`src/rtl/cache_lane_select.sv`:
```
// Data-cache read-lane extractor: registered byte/half/word lanes and RISC-V load result.
// Optional misalignment check enabled by defining LANE_SELECT_MISALIGN_CHK_EN.
module cache_lane_select #(
   parameter int unsigned WORDSIZE  = 32,
   parameter int unsigned BLOCKSIZE = 128
) (
   input  logic                  clk,
   input  logic                  rst_n,
   input  logic                  valid_i,
   input  logic [BLOCKSIZE-1:0]  block_i,
   input  logic [3:0]            byte_off_i,
   input  logic [2:0]            funct3_i,
   output logic                  valid_o,
   output logic [WORDSIZE/4-1:0] byte_o,
   output logic [WORDSIZE/2-1:0] half_o,
   output logic [WORDSIZE-1:0]   word_o,
   output logic [WORDSIZE-1:0]   load_o,
   output logic                  err_o,
   output logic                  misalign_o
);

   localparam int unsigned ByteW = WORDSIZE / 4;
   localparam int unsigned HalfW = WORDSIZE / 2;

   localparam logic [2:0] F3Lb  = 3'b000;
   localparam logic [2:0] F3Lh  = 3'b001;
   localparam logic [2:0] F3Lw  = 3'b010;
   localparam logic [2:0] F3Lbu = 3'b100;
   localparam logic [2:0] F3Lhu = 3'b101;

   if (BLOCKSIZE != 4 * WORDSIZE) begin : g_bad_cfg
      $error("cache_lane_select: BLOCKSIZE must equal 4*WORDSIZE");
   end

   logic [ByteW-1:0]    byte_d, byte_q;
   logic [HalfW-1:0]    half_d, half_q;
   logic [WORDSIZE-1:0] word_d, word_q;
   logic [WORDSIZE-1:0] load_d, load_q;
   logic                err_d, err_q;
   logic                valid_q;

   // Lane muxes: 16:1 byte, 8:1 half, 4:1 word; low offset bits truncate the wider lanes.
   always_comb begin
      byte_d = block_i[ByteW*byte_off_i +: ByteW];
      half_d = block_i[HalfW*byte_off_i[3:1] +: HalfW];
      word_d = block_i[WORDSIZE*byte_off_i[3:2] +: WORDSIZE];
   end

   always_comb begin
      load_d = '0;
      err_d  = 1'b0;
      case (funct3_i)
         F3Lb:    load_d = {{(WORDSIZE-ByteW){byte_d[ByteW-1]}}, byte_d};
         F3Lh:    load_d = {{(WORDSIZE-HalfW){half_d[HalfW-1]}}, half_d};
         F3Lw:    load_d = word_d;
         F3Lbu:   load_d = {{(WORDSIZE-ByteW){1'b0}}, byte_d};
         F3Lhu:   load_d = {{(WORDSIZE-HalfW){1'b0}}, half_d};
         default: err_d  = 1'b1;
      endcase
   end

   always_ff @(posedge clk or negedge rst_n) begin
      if (!rst_n) begin
         valid_q <= 1'b0;
         byte_q  <= '0;
         half_q  <= '0;
         word_q  <= '0;
         load_q  <= '0;
         err_q   <= 1'b0;
      end else begin
         valid_q <= valid_i;
         if (valid_i) begin
            byte_q <= byte_d;
            half_q <= half_d;
            word_q <= word_d;
            load_q <= load_d;
            err_q  <= err_d;
         end
      end
   end

`ifdef LANE_SELECT_MISALIGN_CHK_EN
   logic misalign_d, misalign_q;

   always_comb begin
      misalign_d = 1'b0;
      if ((funct3_i == F3Lh || funct3_i == F3Lhu) && byte_off_i[0]) begin
         misalign_d = 1'b1;
      end else if (funct3_i == F3Lw && byte_off_i[1:0] != 2'b00) begin
         misalign_d = 1'b1;
      end
   end

   always_ff @(posedge clk or negedge rst_n) begin
      if (!rst_n) begin
         misalign_q <= 1'b0;
      end else if (valid_i) begin
         misalign_q <= misalign_d;
      end
   end

   assign misalign_o = misalign_q;
`else
   assign misalign_o = 1'b0;
`endif

   assign valid_o = valid_q;
   assign byte_o  = byte_q;
   assign half_o  = half_q;
   assign word_o  = word_q;
   assign load_o  = load_q;
   assign err_o   = err_q;

endmodule

```
`config.mk`:
```
export PLATFORM = sky130hd
export DESIGN_NAME = cache_lane_select
export DESIGN_NICKNAME = d
export VERILOG_FILES = /design/src/rtl/cache_lane_select.sv
export SDC_FILE = /design/constraint.sdc
export NUM_CORES = 1
export LEC_CHECK = 0
export BUFFER_PORTS_ARGS = -buffer_cell sky130_fd_sc_hd__clkbuf_2
export CORE_ASPECT_RATIO = 0.7
export CORE_MARGIN = 5
export CORE_UTILIZATION = 30
export DETAILED_ROUTE_END_ITERATION = 16
export GPL_TIMING_DRIVEN = 0
export PLACE_DENSITY = 0.57
export SLEW_MARGIN = 20
export SYNTH_ARGS = -nofsm -noshare
export SYNTH_HDL_FRONTEND = slang
export SYNTH_SLANG_ARGS = --single-unit
```
`constraint.sdc`:
```
create_clock -name clk -period 1.68 [get_ports clk]
set_input_delay 0.168 -clock clk [delete_from_list [all_inputs] [get_ports clk]]
set_output_delay 0.168 -clock clk [all_outputs]
set_load 0.02 [all_outputs]
```
# After elaboration in Yosys (flattened, before gate mapping)
# Index checks and enable logic that the tools add are counted.
[totals] word_cells=17 regBits=90 out_inout_bits=91 input_bits=138
[classes] shifts=3 n_reduce_logical=2 eq_ne=4 n_mux=2
[ops] operator="case mux 32 bit (5 select lines)" n=1
[ops] operator="variable part select 128 x 8 -> 16 bit" n=1
[ops] operator="variable part select 128 x 8 -> 32 bit" n=1
[ops] operator="variable part select 128 x 8 -> 8 bit" n=1
[ops] operator="== test 3 bit (second input constant)" n=2
[ops] operator="OR reduction 5 bit" n=1
[ops] operator="== test 3 x 1 -> 1 bit (second input constant)" n=1
[ops] operator="== test 3 x 2 -> 1 bit (second input constant)" n=1
[ops] operator="logical NOT 3 bit" n=1
[ops] operator="2-to-1 mux 1 bit" n=1

# Longest topological paths before layout
# Gate-level depths: netlist of run 1.
[depth] depth_word=3 depth_mapped=7 depth_no_buf=4

# Worst setup path after synthesis of run 1
# Ideal clock, no wire load.
[synth_timing] kind="input -> register" from="in byte_off_i[2]" to="reg load_q[10], in the netlist load_o[10]" arrival_ns=1.605 cell_stages=6 t_required_ns=1.542 setup_time_ns=0.138 path_buffers=3 slack_ns=-0.063 cell_sequence="buf_6 -> buf_6 -> buf_2 -> mux4_2 -> a222oi_1 -> o21ai_0"
[synth_via] elab_chain_cells=2 word_cells_on_any_way=4 classes_between="shift: 3; mux: 1"
[synth_lines] item="start, declared" line="11" text="input logic [3:0] byte_off_i,"
[synth_lines] item="variable part select 128 x 8 -> 16 bit, or another cell as far along" line="45" text="half_d = block_i[HalfW*byte_off_i[3:1] +: HalfW];"
[synth_lines] item="case mux 32 bit (5 select lines) (*)" line="52" text="case (funct3_i)"
[synth_lines] item="end signal, assigned" line="76" text="load_q <= load_d;"
[synth_lines] item="end, declared" line="38" text="logic [WORDSIZE-1:0] load_d, load_q;"
# Every way passes the cells marked *; elsewhere a longest branch is shown, timed or not.
# A chain may end at the register's enable or synchronous reset.

# Worst setup path after layout of run 1
[layout_timing] from="in byte_off_i[1]" to="reg load_q[6], in the netlist load_o[6]"
[layout_via] elab_chain_cells=2 word_cells_on_any_way=3 classes_between="shift: 2; mux: 1"
[layout_lines] item="variable part select 128 x 8 -> 16 bit or variable part select 128 x 8 -> 8 bit (tied branches)" line="45, 44"
[layout_lines] item="case mux 32 bit (5 select lines) (*)" line="52"
# Marks and branches as above.

==> impl_metrics.yaml, run 1 <==
routing:
  vias: 4964
  drt-pass1-iter-count: 5
  antenna_left: 0
  post-route-drc-count: 0
  drtIter0Drc: 429
  viasPerCell: 5.62
  routedWlPerCell_um: 26.8
  wl_um: 23700
critical_path:
  critical_path_required_ps: 1960
  end_kind: "flop"
  worstPathMaxFanout: 10
  arrival_ps: 1920
  crit_path_start_kind: "input port"
  path_class: "input port to flop"
placed_design:
  place_inst: 852
  portBuffers: 226
  gp_congestion: 0.915
  hpwl_um: 19000
  placed_cell_area_um2: 6970
  place_ws_ps: -904
logic_synthesis:
  yosys.area_share.adder_pct: 0
  yosys-top-cells-area: "dfrtp_1 41%, mux4_2 25%, mux2_2 8.1%"
  synthSimpleGateAreaFrac_pct: 2.38
  synth_common_cells: "90 x dfrtp_1, 61 x mux4_2, 41 x mux2i_1"
  ys_types: 29
  ys_ff_latch: 90
  syn_avg_cell_area_um2: 14.2
  synth_area_um2: 5530
  synth_xor_area_share_pct: 0
  synth_top_area_cell: "dfrtp_1"
  synth_top_family_by_area: "multiplexers"
  syn_inst: 390
  synth_top_area_share_pct: 40.7
  synth_ff_type: "dfrtp_1"
  synth_async_sr_flop_share_pct: 100
  synth-compound-area-share_pct: 11.0
  synth_warnings: 0
  synth-edff-count: 0
  ys_seq_area_share_pct: 40.7
  synth_most_common_cell: "dfrtp_1"
  synth_mux_area_share_pct: 41.6
  synth_fp_nets: 528
global_route:
  grt_overflow: 0
  track_usage_pct: 22.4
  grt_pass1_vias: 5456
  grt_pass1_wl_um: 34800
  antenna_found_initial: 1
  grt_max_degree: 91
power:
  clockPowerShare_pct: 32.0
  p_sw_mw: 2.40
  switching_share_pct: 32.5
  p_leak_nw: 3.52
  power_frac_seq_pct: 36.2
  total_power_mw: 7.37
  comb_power_share_pct: 31.7
  power.density_nw_per_um2: 964
  peakVddDrop_mv: 0.586
  internal_power_mw: 4.97
sta:
  fin_worst_skew_ps: 0
  clock.fmax_ghz: 0.608
  period_share_pct: 97.9
  holdWs_ps: 190
  setup-violations-final: 0
  tightest_slew_ps: 762
  setup_total_negative_slack_ps: 0
  maxSlewHeadroom_pct: 49.2
  hold_viol: 0
  slew_viol_final: 0
  min_period_ps: 1640
  rsz0062_at_grt: "true"
  layout_setup_ws_ps: 35.5
finish:
  layout.nets: 782
  fin_util_pct: 42.4
  final_area_um2: 7650
  fin_cells: 884
  area_growth_pct: 38.4
  drive_gt1_share_pct: 61.0
  antenna_cells: 0
die:
  die_w_um: 172
  die_area_um2: 21300
  die_height_um: 124
  start_util_pct: 30.6
  rows: 41
  core_um2: 18100
  ios: 229
clock_network:
  cts.sinks: 90
  clk_pin_slew_worst_paths_ps: 60
  cts-root-buf: "clkbuf_16"
  cts_buffers: 9
  cts_buffer_depth: 2
  clk_latency_ps: 340
  ctsHtreeMaxLevel: 3
  cts_tree: "yes"
hold_path:
  hold_class: "input port to flop"
outcome:
  status: "completed"
run:
  cap_viol_max_count: 0
[layout by cell type (no fill, tap or decap), types with 3 or more instances in the layout]
cell type	netlist	routed
o211ai_1	15	15
a222oi_1	9	9
a21oi_1	17	16
clkbuf_4	0	5
buf_8	0	7
bufinv_16	0	3
buf_4	2	15
o21ai_1	4	5
buf_12	0	4
dfrtp_1	90	90
a221o_1	7	7
clkbuf_2	0	227
buf_2	14	4
a22o_1	7	7
o21ai_0	7	6
buf_1	7	6
mux2_2	40	40
clkbuf_1	12	9
a22oi_1	16	15
mux2i_1	41	39
nor2_1	20	19
clkbuf_16	0	10
mux4_2	61	63
[layer usage]
metal	vias to the layer above	wire [um]	global-route usage, %
li1	2100	-	-
met1	2567	10100	31.0
met2	268	10900	34.8
met3	27	2360	6.88
met4	2	340	5.01
met5	-	13	0
[power groups by stage]
stage | clock network (mW) | logic [mW] | registers (mW)
6_report | 2.36 | 2.34 | 2.67
5_1_grt | 2.49 | 2.50 | 2.71
4_1_cts | 2.41 | 2.29 | 2.67
3_5_place_dp | 0 | 2.22 | 2.71
3_3_place_gp | 0 | 2.17 | 2.70
2_1_floorplan | 0 | 0.891 | 3.05
[sequential cells by signal, summed over array words and instances, names as in the netlist]
register / cells
byte_o: 8
err_o: 1
half_o: 16
load_o: 32
valid_o: 1
word_o: 32
[worst max-delay path: stages]
cell and delay [ps]:
buf_2 310, and4b_1 260, buf_1 410, clkbuf_1 440
a22o_1 220, a221o_1 100
[final timing paths]
path,from,endpoint,slack (ps),depth (start not counted)
hold reg to reg,word_o[2],word_o[2],510,1
max in group asynchronous,rst_n,half_o[13],690,2
setup reg to reg,load_o[8],load_o[8],630,2
setup / recovery,byte_off_i[1],load_o[6],40,6
hold / removal,funct3_i[1],err_o,190,3
min in group asynchronous,rst_n,word_o[20],450,2
[cell families after synthesis]
group | after synthesis
buffers and inverters | 43
multiplexers | 145
AO/OA/AOI/OAI | 83
other | 1
AND/OR/NAND/NOR | 28
flip-flops | 90
[area by class of cell]
cell class,count,area [um^2]
well taps,236,295
multi-input cells,257,3090
repair buffers,243,1310
inverters,2,7.51
plain buffers,41,357
fillers,1757,10400
clock buffers,11,243
clock inverters,4,98.8
flip-flops and latches,90,2250
[what timing repair did]
action,4_1_cts,5_1_grt
endpoints found under the hold margin,91,0
hold buffers,2,0
pin swaps,0,2
gates cloned,0,1
gates resized for setup,32,25
endpoints found under the setup margin,58,33
buffers inserted,8,6
No activity file was read; power rests on OpenSTA's default activity.
==> run 2: changes to the inputs <==
Settings changed: CELL_PAD_IN_SITES_DETAIL_PLACEMENT set to 1, CELL_PAD_IN_SITES_GLOBAL_PLACEMENT set to 1, PLACE_DENSITY 0.57 to 0.69.
==> run 2 against run 1 <==
- register-to-register slack improved by 30 ps
- worst setup slack got worse by 34 ps
- fmax decreased by 2.0%
- utilization decreased by 0.34 points
- sequential power about the same
- critical endpoint is now load_o[25]
- worst hold slack got worse by 16 ps
- sequential cell count unchanged
- highest routed layer is now met4
- combinational power about the same
- critical path type unchanged
==> impl_metrics.yaml, run 2 (synthesis results as in run 1) <==
outcome:
  status: "completed"
critical_path:
  reg2reg_slack_ps: 660
  cp_slowest_cell: "mux4_2"
  worstPathMaxFanout: 10
  crit_end: "load_o[25]"
  cp_slowest_stage_delay_ps: 470
  cp_num_buf_inv: 4
  crit_start: "byte_off_i[2]"
  r2r_start: "load_o[8]"
  crit_path_start_kind: "input port"
  r2r-end: "load_o[8]"
  path_delay_family: "multiplexers"
  path_depth: 8
  cp_cell_sequence: "clkbuf_4 -> buf_12 -> buf_4 -> mux2i_2 -> mux4_2 -> mux2_4 -> buf_8 -> o211ai_1"
  arrival_ps: 1930
  worstRegToRegCells: 2
  critical_path_required_ps: 1930
  path_class: "input port to flop"
  end_kind: "flop"
sta:
  tightest_slew_ps: 744
  clock.fmax_ghz: 0.596
  period_share_pct: 99.9
  hold_viol: 0
  setup-violations-final: 0
  slew_viol_final: 0
  min_period_ps: 1680
  setup_total_negative_slack_ps: 0
  rsz0062_at_grt: "true"
  maxSlewHeadroom_pct: 50.4
  fin_worst_skew_ps: 0
routing:
  drt-pass1-iter-count: 5
  drt-met1-wl_um: 11000
  viasPerCell: 5.58
  post-route-drc-count: 0
  wl_met3_um: 1720
  drtIter0Drc: 442
  routedWlPerCell_um: 27.9
  routed-wl-met2_um: 11600
  vias: 4939
  antenna_left: 0
  route.top_layer_used: "met4"
  wl_um: 24700
finish:
  final_common_cell: "clkbuf_2"
  area_growth_pct: 37.3
  final_cell_mix: "226 x clkbuf_2, 90 x dfrtp_1, 63 x mux4_2"
  final_area_um2: 7590
  antenna_cells: 0
  drive_gt1_share_pct: 61.3
  fin_cells: 885
  layout.nets: 782
clock_network:
  clk_latency_ps: 340
  ctsHtreeMaxLevel: 3
  cts_buffers: 9
  clk_pin_slew_worst_paths_ps: 60
  cts.sinks: 90
  cts_buffer_depth: 2
  cts-root-buf: "clkbuf_16"
  cts_tree: "yes"
run:
  cap_viol_max_count: 0
global_route:
  antenna_found_initial: 0
  grt_pass1_vias: 5490
  grt_overflow: 0
  grt_pass1_wl_um: 35700
  grt_max_degree: 91
  track_usage_pct: 23.2
placed_design:
  gp_congestion: 0.919
  hpwl_um: 19900
  portBuffers: 226
  place_inst: 852
  placed_cell_area_um2: 6970
die:
  die_height_um: 124
  core_um2: 18100
  die_area_um2: 21300
  ios: 229
  rows: 41
  die_w_um: 172
  start_util_pct: 30.6
power:
  p_leak_nw: 3.48
  power.density_nw_per_um2: 952
  total_power_mw: 7.22
  peakVddDrop_mv: 0.494
hold_path:
  hold_class: "input port to flop"
## run 2: cell count changes in the layout (fill, tap and decap cells not counted), moves of 2 or more
| cell | previous run | this run |
|---|---|---|
| mux2i_1 | 39 | 35 |
| buf_8 | 7 | 3 |
| mux2i_2 | 1 | 6 |
| clkbuf_1 | 9 | 11 |
| buf_6 | 2 | 6 |
## run 2: repair_timing
item | in CTS | in global routing
hold buffers | 2 | 0
pin swaps | 2 | 4
setup endpoints to repair | 57 | 28
gates cloned | 1 | 0
resized for setup | 30 | 17
hold endpoints to repair | 91 | 0
setup buffers | 11 | 3
## run 2: worst min-delay path by stage
stage                startpoint         end  slack [ps]  cells past startpoint
global placement        valid_i     valid_o         330                      1
floorplan                 rst_n   byte_o[0]        -130                      0
detailed placement        rst_n  word_o[20]         290                      1
finish              funct3_i[1]       err_o         170                      3
global route        funct3_i[1]       err_o         190                      3
CTS                 funct3_i[1]       err_o         150                      3
## run 2: cell type report
| class | count | area [um^2] |
|---|---|---|
| fillers | 1977 | 10500 |
| multi-input cells | 257 | 3080 |
| flip-flops and latches | 90 | 2250 |
| repair buffers | 243 | 1310 |
| plain buffers | 41 | 317 |
| well taps | 236 | 295 |
| clock buffers | 12 | 246 |
| clock inverters | 4 | 73.8 |
| inverters | 2 | 7.51 |
## run 2: report_power, final
group	internal [mW]	switching, mW	leakage [nW]	total (mW)
logic	0.986	1.33	2.24	2.32
clock network	1.35	0.862	0.157	2.21
registers	2.47	0.215	1.09	2.69
## run 2: worst reg2reg max path, cell delays in order, from the launching register on
cell and delay [ps]:
dfrtp_1 380, a222oi_1 350, o21ai_0 150
## run 2: through the flow
stage / util (%) / hold WS [ps] / setup WS, ps
floorplan: - / -128 / -2.68
global placement: 38.5 / 330 / -834
detailed placement: 38.6 / 287 / -854
CTS: 41.6 / 149 / 12.8
global route: 42.0 / 186 / -86.3
finish: 42.0 / 174 / 1.95
## run 2: metal layers
layer / up-vias / GRT usage, %
li1: 2100 / -
met1: 2594 / 32.3
met2: 221 / 37.2
met3: 24 / 5.52
met4: 0 / 4.91
met5: - / 0
